## config.mk

```make
export PLATFORM = sky130hd
export DESIGN_NAME = pwm_capture_flat
export DESIGN_NICKNAME = d
export VERILOG_FILES = /design/src/rtl/pwm_capture_if.sv /design/src/rtl/pwm_capture.sv /design/src/flat_wrapper.sv
export SDC_FILE = /design/constraint.sdc
export NUM_CORES = 1
export LEC_CHECK = 0
export BUFFER_PORTS_ARGS = -buffer_cell sky130_fd_sc_hd__buf_2
export CAP_MARGIN = 5
export CORE_AREA = 10 10 139 141
export CTS_CLUSTER_SIZE = 14
export DETAILED_ROUTE_END_ITERATION = 12
export DIE_AREA = 0 0 149 151
export SYNTH_ARGS = -nofsm -noshare
export SYNTH_HDL_FRONTEND = slang
export SYNTH_SLANG_ARGS = --single-unit
```

## constraint.sdc

```tcl
create_clock -name clk -period 1.8 [get_ports clk]
set_input_delay 0.18 -clock clk [delete_from_list [all_inputs] [get_ports clk]]
set_output_delay 0.18 -clock clk [all_outputs]
set_load 0.02 [all_outputs]
```

## src/rtl/pwm_capture_if.sv

```systemverilog
// Signal bundle between a PWM source/consumer and the pwm_capture block.
// master drives the PWM pin and reads results; slave is the capture block.
interface pwm_capture_if #(
  parameter int CNT_W = 16
);
  logic             pwm_in;
  logic [CNT_W-1:0] imp_width;
  logic [CNT_W-1:0] period;
  logic             meas_valid;
  logic             overflow;
  logic             timeout;

  modport master (
    output pwm_in,
    input  imp_width,
    input  period,
    input  meas_valid,
    input  overflow,
    input  timeout
  );

  modport slave (
    input  pwm_in,
    output imp_width,
    output period,
    output meas_valid,
    output overflow,
    output timeout
  );
endinterface

```

## src/rtl/pwm_capture.sv

```systemverilog
// PWM receiver: measures high time and period of pwm_in in clk cycles,
// publishing on each rising edge and flagging dead or over-long inputs.
//
// state | meaning
// IDLE  | no reference edge yet (after reset or timeout), wait for rise
// HIGH  | synchronised input high, counting high time
// LOW   | synchronised input low, next rise completes a cycle
module pwm_capture #(
  parameter int CNT_W = 16
) (
  input  logic         clk,
  input  logic         rst_n,
  pwm_capture_if.slave bus
);

  localparam logic [CNT_W-1:0] MAX  = {CNT_W{1'b1}};
  localparam logic [CNT_W-1:0] ONE  = {{(CNT_W-1){1'b0}}, 1'b1};
  localparam logic [CNT_W-1:0] ZERO = '0;

  typedef enum logic [1:0] {
    ST_IDLE = 2'd0,
    ST_HIGH = 2'd1,
    ST_LOW  = 2'd2
  } state_t;

  state_t state_q, state_d;

  logic pwm_m_q, pwm_s_q, pwm_d_q;
  logic rise, fall, any_edge, tmo_hit;
  logic counting, publish, hi_latch;

  logic [CNT_W-1:0] per_cnt_q, per_cnt_d;
  logic [CNT_W-1:0] hi_cnt_q, hi_cnt_d;
  logic [CNT_W-1:0] q_cnt_q, q_cnt_d;
  logic             sat_q, sat_d;

  logic [CNT_W-1:0] imp_width_q, imp_width_d;
  logic [CNT_W-1:0] period_q, period_d;
  logic             meas_valid_q, meas_valid_d;
  logic             overflow_q, overflow_d;
  logic             timeout_q, timeout_d;

  // Both edges see the same two-flop latency, so measured widths are exact.
  always_ff @(posedge clk or negedge rst_n) begin
    if (!rst_n) begin
      pwm_m_q <= 1'b0;
      pwm_s_q <= 1'b0;
      pwm_d_q <= 1'b0;
    end else begin
      pwm_m_q <= bus.pwm_in;
      pwm_s_q <= pwm_m_q;
      pwm_d_q <= pwm_s_q;
    end
  end

  assign rise     = pwm_s_q & ~pwm_d_q;
  assign fall     = ~pwm_s_q & pwm_d_q;
  assign any_edge = rise | fall;

  // Fires only on the cycle q_cnt steps onto MAX, so a quiet input strobes once.
  assign tmo_hit  = ~any_edge && (q_cnt_q == (MAX - ONE));

  always_ff @(posedge clk or negedge rst_n) begin
    if (!rst_n) begin
      state_q <= ST_IDLE;
    end else begin
      state_q <= state_d;
    end
  end

  always_comb begin
    state_d = state_q;
    if (tmo_hit) begin
      state_d = ST_IDLE;
    end else begin
      case (state_q)
        ST_IDLE: if (rise) state_d = ST_HIGH;
        ST_HIGH: if (fall) state_d = ST_LOW;
        ST_LOW:  if (rise) state_d = ST_HIGH;
        default: state_d = ST_IDLE;
      endcase
    end
  end

  always_comb begin
    counting = 1'b0;
    publish  = 1'b0;
    hi_latch = 1'b0;
    case (state_q)
      ST_HIGH: begin
        counting = 1'b1;
        hi_latch = fall;
      end
      ST_LOW: begin
        counting = 1'b1;
        publish  = rise;
      end
      default: begin
        counting = 1'b0;
      end
    endcase
  end

  always_comb begin
    per_cnt_d = per_cnt_q;
    sat_d     = sat_q;
    if (rise) begin
      per_cnt_d = ONE;
      sat_d     = 1'b0;
    end else if (counting) begin
      if (per_cnt_q == MAX) begin
        sat_d = 1'b1;
      end else begin
        per_cnt_d = per_cnt_q + ONE;
      end
    end

    hi_cnt_d = hi_latch ? per_cnt_q : hi_cnt_q;

    if (any_edge) begin
      q_cnt_d = ZERO;
    end else if (q_cnt_q == MAX) begin
      q_cnt_d = MAX;
    end else begin
      q_cnt_d = q_cnt_q + ONE;
    end
  end

  always_comb begin
    imp_width_d  = imp_width_q;
    period_d     = period_q;
    overflow_d   = overflow_q;
    timeout_d    = timeout_q;
    meas_valid_d = 1'b0;
    if (publish) begin
      imp_width_d  = hi_cnt_q;
      period_d     = per_cnt_q;
      overflow_d   = sat_q;
      timeout_d    = 1'b0;
      meas_valid_d = 1'b1;
    end else if (tmo_hit) begin
      // A stuck-high input reports full-scale, a stuck-low one reports zero.
      imp_width_d  = pwm_s_q ? MAX : ZERO;
      period_d     = pwm_s_q ? MAX : ZERO;
      overflow_d   = 1'b0;
      timeout_d    = 1'b1;
      meas_valid_d = 1'b1;
    end
  end

  always_ff @(posedge clk or negedge rst_n) begin
    if (!rst_n) begin
      per_cnt_q    <= ZERO;
      hi_cnt_q     <= ZERO;
      q_cnt_q      <= ZERO;
      sat_q        <= 1'b0;
      imp_width_q  <= ZERO;
      period_q     <= ZERO;
      meas_valid_q <= 1'b0;
      overflow_q   <= 1'b0;
      timeout_q    <= 1'b0;
    end else begin
      per_cnt_q    <= per_cnt_d;
      hi_cnt_q     <= hi_cnt_d;
      q_cnt_q      <= q_cnt_d;
      sat_q        <= sat_d;
      imp_width_q  <= imp_width_d;
      period_q     <= period_d;
      meas_valid_q <= meas_valid_d;
      overflow_q   <= overflow_d;
      timeout_q    <= timeout_d;
    end
  end

  assign bus.imp_width  = imp_width_q;
  assign bus.period     = period_q;
  assign bus.meas_valid = meas_valid_q;
  assign bus.overflow   = overflow_q;
  assign bus.timeout    = timeout_q;

endmodule

```

## src/flat_wrapper.sv

```systemverilog
// flat-port wrapper written by rule: the top's interface ports become plain ports
module pwm_capture_flat 
#(
  parameter int CNT_W = 16
)
  (clk, rst_n, bus_pwm_in, bus_imp_width, bus_period, bus_meas_valid, bus_overflow, bus_timeout);
  pwm_capture_if #(.CNT_W(CNT_W)) bus_i ();
  input  logic clk;
  input  logic rst_n;
  input wire logic [$bits(bus_i.pwm_in)-1:0] bus_pwm_in;
  output wire logic [$bits(bus_i.imp_width)-1:0] bus_imp_width;
  output wire logic [$bits(bus_i.period)-1:0] bus_period;
  output wire logic [$bits(bus_i.meas_valid)-1:0] bus_meas_valid;
  output wire logic [$bits(bus_i.overflow)-1:0] bus_overflow;
  output wire logic [$bits(bus_i.timeout)-1:0] bus_timeout;
  assign bus_i.pwm_in = bus_pwm_in;
  assign bus_imp_width = bus_i.imp_width;
  assign bus_period = bus_i.period;
  assign bus_meas_valid = bus_i.meas_valid;
  assign bus_overflow = bus_i.overflow;
  assign bus_timeout = bus_i.timeout;
  pwm_capture #(.CNT_W(CNT_W)) u_core (.clk(clk), .rst_n(rst_n), .bus(bus_i));
endmodule
```

==> metrics.txt <==
result of the run complete, but fails checks; violated checks setup timing; Leakage 2.462 nW; Synth Cell Area 4078 sq um; Die Area 22,500 sq um; grt total ovfl 0; clock sink count 89; Die Y-Extent 151 um; detailed router's first-iteration violation count 200; CP Launch Type flip-flop; port bufs 37; top cell type's share of synthesized area 0.5462; top_reg_cell synth dfrtp_1; Post-synth top cells dfrtp_1 (89), a21oi_1 (59), o21ai_0 (43), nor2_1 (41), nand2_1 (17); Max transition margin 0.6403; Final nets 486; Critical Path End Type flip-flop; post-layout min period 1.826 ns; met1 usage 0.1315; post-route cell area 5291 sq um; first-pass GRT wire length 18,440 um; Crit-path slowest cell o31a_4; GRT met2 Usage 0.1615; Distinct cells, synth 40; site row count 47; Avg Vias per Cell 4.791; DRT Pass-1 Iters 4; Area after DPL 4771 sq um; ANT cells 0; wire length per cell 16.11 um; CP Data Arrival Time 2.09 ns; CP Class reg2reg; Yosys reg bits 89; gpl congestion 0.7887; initial antenna violation count 0; final setup vio count 10; worst reg2reg path depth 5; leading area contributor after synthesis dfrtp_1; starting density of the core 0.2476; ranking of synthesized cells by area dfrtp_1 (55%), a21oi_1 (7.2%), o21ai_0 (5.3%); EDFF count, synth 0; Max Clk Rate 547.6 MHz; placed wire-length estimate 7503 um; core area 16,470 sq um; IO Pins 38; critical path fanouts, max 8; Vias 3,349; Worst-path clk slew 0.07 ns; Slew Viols, Final 0; Die X 149 um; busiest grt layer met2; P&R area growth vs syn 29.76%; critical path, cell by cell ha_4 > inv_2 > or3_4 > o31a_4 > a21oi_1; CTS Buf Count 9; Skew-Pair Late Insertion Delay 0.34 ns; yosys synthesis warning count 0; post-route ant nets 0; CTS HTree Levels 3; unrepaired setup endpoints after global routing true; DRC Markers 0; post-synth net total 414; final hold vios 0; vias in the first global route 3,488; GR Util met3 0.02416; GRT Util Overall 0.1015; share of the yosys chip area belonging to registers 0.5462; worst vdd ir 0.5505 mV; largest net degree at the start of global routing 41; CTS tree built; Data required, critical path 2.06 ns; HP Class in2async; most frequent cell after synthesis dfrtp_1; max incr delay on CP 0.44 ns; CTS Buffer Depth 2; Place WS -0.04401 ns; clock skew 0.01175 ns; Mapped Cells 402; final WL 11,260 um; post-route setup slack -0.02609 ns; Post-Syn Area per Cell 10.14 sq um; max-cap violations 0; Synth async-reset ratio 1.000; root buffer cell clkbuf_16; layout cells sized above 1 0.3048; Cell Pwr Density 1348 nW/um^2; worst slew pin tran 0.5395 ns; period utilization 1.014
worst max-delay path: cells and delay by family, from the launching register on:
family	cells	cell delay [ns]
AO/OA/AOI/OAI	2	0.59
flip-flops	1	0.41
AND/OR/NAND/NOR	1	0.42
adder cells (fa/ha/maj)	1	0.28
buffers and inverters	1	0.03
per-layer routing:
layer	vias up	share of wire
li1	1598	-
met4	0	0.010
met1	1663	0.46
met5	-	0
met3	6	0.052
met2	82	0.48
power breakdown:
part | switching (mW) | internal (mW)
clock | 0.814 | 1.27
combinational | 1.39 | 0.891
sequential | 0.296 | 2.47
metrics by stage:
stage / hold slack [ns] / setup TNS (ns) / util / cells / total power [mW]
final: 0.3635 / -0.09319 / 0.3214 / 699 / 7.133
after global routing: 0.4065 / -1.326 / 0.3214 / 699 / 7.537
after CTS: 0.3780 / -0.2097 / 0.3150 / 698 / 7.022
after detailed placement: 0.2026 / -0.3698 / 0.2897 / 678 / 4.902
after global placement: 0.1928 / 0 / 0.2897 / 678 / 4.801
after floorplan: -0.1156 / -1.477 / - / 402 / 3.989
worst paths after layout:
path | from | endpoint | slack (ns)
max in group asynchronous | rst_n | u_core.per_cnt_q[6]$_DFFE_PN0P_ | 0.80
hold / removal | rst_n | u_core.bus.imp_width[13]$_DFFE_PN0P_ | 0.36
hold reg to reg | u_core.pwm_m_q$_DFF_PN0_ | u_core.pwm_s_q$_DFF_PN0_ | 0.38
setup / recovery | u_core.pwm_s_q$_DFF_PN0_ | u_core.bus.period[7]$_DFFE_PN0P_ | -0.03
setup reg to reg | u_core.pwm_s_q$_DFF_PN0_ | u_core.bus.period[7]$_DFFE_PN0P_ | -0.03
min in group clk | u_core.pwm_m_q$_DFF_PN0_ | u_core.pwm_s_q$_DFF_PN0_ | 0.38
cells by family after synthesis:
family	count (synthesis)	synth area share
simple gates	129	0.1651
flops	89	0.5462
compound gates	119	0.1608
mux	18	0.04879
fa+ha+maj	9	0.02762
xor+xnor	7	0.01504
buf+inv	31	0.03651
registers in the layout, indices dropped and copies added, names as in the netlist, 2 cells and up:
signal / cells
u_core.bus.imp_width: 16
u_core.bus.period: 16
u_core.hi_cnt_q: 16
u_core.per_cnt_q: 16
u_core.q_cnt_q: 16
u_core.state_q: 2
layout make-up:
type	count	area [sq um]
clock buffers	10	239.0
clock inverters	6	95.09
repair buffers	81	563.0
fillers	1708	11170
inverters	9	33.78
multi-input cells	284	1858
well taps	220	275.3
flip-flops and latches	89	2227
layout by cell type, fill, tap and decap left out, types with 6 or more instances in the layout:
| cell | count |
|---|---|
| nand4_1 | 9 |
| o21ai_1 | 20 |
| buf_4 | 38 |
| a21oi_2 | 14 |
| dfrtp_1 | 89 |
| and3_1 | 6 |
| inv_1 | 7 |
| buf_2 | 36 |
| mux2_2 | 15 |
| o21ai_0 | 19 |
| nor2_1 | 41 |
| or4_1 | 6 |
| clkbuf_16 | 9 |
| and4_1 | 6 |
| nand2_1 | 16 |
| nand3_1 | 13 |
| ha_1 | 6 |
| nor3_1 | 7 |
| o31ai_1 | 6 |
| a21oi_1 | 45 |
timing repair:
| item | CTS | global route |
|---|---|---|
| pin swaps | 3 | 4 |
| hold buffers | 2 | 0 |
| buffers inserted | 0 | 1 |
| gates resized for setup | 10 | 47 |
| cloned | 2 | 0 |
| setup endpoints to repair | 35 | 45 |
| endpoints found under the hold margin | 39 | 0 |
No activity file was read; power rests on OpenSTA's default activity.
